`src/rtl/controlador_display_7_segmentos.sv`:
```
// 4-digit common-anode 7-seg scanner; define CONTROLADOR_DISPLAY_BLANK_CEROS_EN for leading-zero blanking.
// Latency: one cycle from the selected digit's data to o_Segmentos; anode and segments are registered together.
// Backpressure: none; data inputs are sampled every cycle, never latched.
module controlador_display_7_segmentos #(
    parameter int REFRESH_DIV = 4
) (
    input  logic       i_Reloj,
    input  logic       i_Reset,
    input  logic [3:0] i_Datos_0,
    input  logic [3:0] i_Datos_1,
    input  logic [3:0] i_Datos_2,
    input  logic [3:0] i_Datos_3,
    output logic [6:0] o_Segmentos,
    output logic [3:0] o_Anodo_4_Bits
);

    localparam int PW = (REFRESH_DIV > 1) ? $clog2(REFRESH_DIV) : 1;
    localparam logic [PW-1:0] PRESC_MAX = PW'(REFRESH_DIV - 1);

    logic [PW-1:0] prescaler;
    logic [1:0]    indice;
    logic [3:0]    dato_sel;
    logic          blanco;
    logic [6:0]    seg_sig;

    // Active-low gfedcba glyphs
    function automatic logic [6:0] decodificar(input logic [3:0] v);
        logic [6:0] s;
        case (v)
            4'h0: s = 7'h40;
            4'h1: s = 7'h79;
            4'h2: s = 7'h24;
            4'h3: s = 7'h30;
            4'h4: s = 7'h19;
            4'h5: s = 7'h12;
            4'h6: s = 7'h02;
            4'h7: s = 7'h78;
            4'h8: s = 7'h00;
            4'h9: s = 7'h10;
            4'hA: s = 7'h08;
            4'hB: s = 7'h03;
            4'hC: s = 7'h46;
            4'hD: s = 7'h21;
            4'hE: s = 7'h06;
            default: s = 7'h0E;
        endcase
        return s;
    endfunction

    always_comb begin
        dato_sel = i_Datos_0;
        case (indice)
            2'd1:    dato_sel = i_Datos_1;
            2'd2:    dato_sel = i_Datos_2;
            2'd3:    dato_sel = i_Datos_3;
            default: dato_sel = i_Datos_0;
        endcase
    end

`ifdef CONTROLADOR_DISPLAY_BLANK_CEROS_EN
    // A digit is blank only when it and every more significant digit are zero; digit 0 always shows.
    always_comb begin
        blanco = 1'b0;
        case (indice)
            2'd3:    blanco = (i_Datos_3 == 4'h0);
            2'd2:    blanco = (i_Datos_3 == 4'h0) && (i_Datos_2 == 4'h0);
            2'd1:    blanco = (i_Datos_3 == 4'h0) && (i_Datos_2 == 4'h0) && (i_Datos_1 == 4'h0);
            default: blanco = 1'b0;
        endcase
    end
`else
    assign blanco = 1'b0;
`endif

    assign seg_sig = blanco ? 7'h7F : decodificar(dato_sel);

    always_ff @(posedge i_Reloj or negedge i_Reset) begin
        if (!i_Reset) begin
            prescaler      <= '0;
            indice         <= 2'd0;
            o_Anodo_4_Bits <= 4'b1111;
            o_Segmentos    <= 7'h7F;
        end else begin
            if (prescaler == PRESC_MAX) begin
                prescaler <= '0;
                indice    <= indice + 2'd1;
            end else begin
                prescaler <= prescaler + 1'b1;
            end
            // Outputs follow the pre-edge index so anode and glyph always match.
            o_Anodo_4_Bits <= ~(4'b0001 << indice);
            o_Segmentos    <= seg_sig;
        end
    end

endmodule

```
`config.mk`:
```
export PLATFORM = sky130hd
export DESIGN_NAME = controlador_display_7_segmentos
export DESIGN_NICKNAME = d
export VERILOG_FILES = /design/src/rtl/controlador_display_7_segmentos.sv
export SDC_FILE = /design/constraint.sdc
export NUM_CORES = 1
export LEC_CHECK = 0
export CORE_AREA = 10 10 57 68
export DETAILED_ROUTE_END_ITERATION = 7
export DIE_AREA = 0 0 67 78
export SLEW_MARGIN = 20
export SYNTH_ARGS = -nofsm -noshare
export SYNTH_HDL_FRONTEND = slang
export SYNTH_SLANG_ARGS = --single-unit
```
`constraint.sdc`:
```
create_clock -name i_Reloj -period 5.1 [get_ports i_Reloj]
set_input_delay 1.53 -clock i_Reloj [delete_from_list [all_inputs] [get_ports i_Reloj]]
set_output_delay 1.53 -clock i_Reloj [all_outputs]
set_load 0.005 [all_outputs]
```
==> metrics.txt <==
final worst-path cycle share=0.639; postcts setup bufs=0; Vias/cell=4.65; clock buffer count from CTS=3; Crit. End Element=flop; achievable clock frequency=0.307 GHz; Layout fillers=260; Final Worst Setup Slack=1.84 ns; number of cells on the critical path=8; crit path max fanout=5; final antenna-violating net count=0; first-pass GRT wire length=3140 um; worst skew pair latency=0.28 ns; IO buf count=28; Syn. warnings=0; Worst R2R Path Depth=7; TritonCTS Sinks=15; Reg clk slew, reported paths=0.09 ns; RePlAce Congestion=0.836; # setup viols final=0; pwr/cell area=200 nW/um2; Bufs and invs on worst path=2; Syn Inst Count=77; grt total ovfl=0; DR WL/cell=14.4 um; DR iter-0 viols=35; Worst Hold Class=flop to flop; hold_buf cts=0; Synth-to-Final Area Change=38.7%; Setup WS pre-CTS=1.56 ns; critical path class=primary input to flop; CTS resizes=0; chip height=78 um; Die X-Extent=67 um; Worst EP arrival=3.46 ns; Pre-antenna DRT Iters=5; Syn Nets=107; clock tree buffer depth=2; Distinct cells, synth=20; synth top area cells=dfstp_2 (33%), ha_1 (17%), dfrtp_1 (11%); Non-Filler Instances=141; dpl cells=137; Final Power=0.243 mW; residual DRC count=0; diode count=0; Initial Util=0.330; Fin Hold WS=0.440 ns; commonest non-fill, non-tap cells in the layout=clkdlybuf4s50_1 (28), inv_1 (13), ha_1 (12), dfstp_2 (11), mux2i_1 (9); ratio of cells with drive above 1 in the final layout=0.196; number of global-route vias before repair=685; setup TNS=0 ns; CTS tree=built; Root Buffer=clkbuf_4; Max Transition Viols Final=0; RSZ-0062 raised after global routing=no; antenna violations before repair=0; cell taking the most area after synthesis=dfstp_2; Worst Path Required=5.31 ns; total number of vias=655; htree depth=1; fin util=0.458; Finished Cell Area=1210 um2; Cell Area, Placed=1190 um2; crit path cell chain=clkdlybuf4s50_1 > a22oi_1 > nand2_1 > mux2i_1 > inv_1 > ha_1 > or3_2 > o21ai_0; die area=5230 um2; Slowest-stage cell, CP=or3_2; Hold Path Stages=1; relative slew slack=0.423; Synth Cell Area=876 um2; sequential area share after synthesis=0.444; Tmin final=3.26 ns; # nets final=138; io pins=29; Crit path max-delay family=buffers and inverters; Worst setup SP type=primary input; Hold Violations, Final=0; Tightest Pin Transition=0.848 ns; Max stage delay on crit path=0.46 ns; worst vdd ir=0.0000845 V; Tot GR Track Use=0.0768; DP HPWL=1660 um; Seq cells post-synth=15; share of the synthesized area in the top cell type=0.330; static leakage=0.562 nW; pin count of the biggest net entering global routing=16; max_cap viols=0; status=finished clean; most common cell after layout, fill and taps aside=clkdlybuf4s50_1; num rows=21; Core Area=2650 um2; WL final=2030 um; Clock Skews=0.00252 ns; syn avg cell area=11.4 um2
[Yosys cell counts, drive strengths merged]
cell type / number
and3: 1
o21ai: 2
or3: 1
dfstp: 11
a22oi: 1
a222oi: 3
ha: 12
o22ai: 4
clkbuf: 1
inv: 13
mux2: 2
mux2i: 10
dfrtp: 4
xnor2: 1
nor2: 2
nand2: 5
or2: 1
a221o: 1
xor2: 1
buf: 1
[sequential cells by signal (all words and copies together), names as in the netlist]
register        cells
indice              2
o_Anodo_4_Bits      4
o_Segmentos         7
prescaler           2
[worst register-to-register path: stages (launching register included)]
cell	delay (ns)
dfrtp_1	0.43
inv_1	0.12
ha_1	0.33
mux2i_1	0.45
inv_1	0.17
ha_1	0.23
or3_2	0.46
o21ai_0	0.09
[metal layers]
metal	wire length [um]	vias to the layer above	global-route usage
li1	-	321	-
met1	811	310	0.0750
met2	1040	22	0.141
met3	151	2	0.0172
met4	21	0	0.0432
met5	0	-	0
[final cells by class]
cell class | count | area (um2) | area share
clock buffers | 3 | 22.5 | 0.0185
clock inverters | 1 | 5.00 | 0.00412
inverters | 13 | 48.8 | 0.0402
multi-input cells | 47 | 427 | 0.351
flip-flops and latches | 15 | 389 | 0.320
well taps | 34 | 42.5 | 0.0350
repair buffers | 28 | 280 | 0.231
[path summary, 6_finish.rpt]
path	end	slack, ns	start
worst max-delay path	o_Segmentos[4]	1.84	i_Datos_3[1]
worst min-delay path	prescaler[0]	0.44	prescaler[0]
worst max register to register	o_Segmentos[4]	2.75	indice[0]
worst min register to register	prescaler[0]	0.44	prescaler[0]
max in group asynchronous	indice[1]	3.04	i_Reset
min in group asynchronous	prescaler[1]	1.65	i_Reset
[kinds of logic (layout without fill, tap and decap cells)]
logic type,after synthesis,count (layout),synth area share
DFF,15,15,0.444
xor gates and xnor gates,2,2,0.0200
and+or+nand+nor,10,10,0.0572
AOI/OAI and AO/OA,11,11,0.0943
buffers and inverters,15,45,0.0729
muxes,12,12,0.140
adders and majority gates,12,12,0.171
[where the power goes]
group | internal (mW) | switching [mW]
clock | 0.0291 | 0.0380
combinational | 0.0287 | 0.0189
sequential | 0.127 | 0.00132
(Power assumes the default switching activity.)
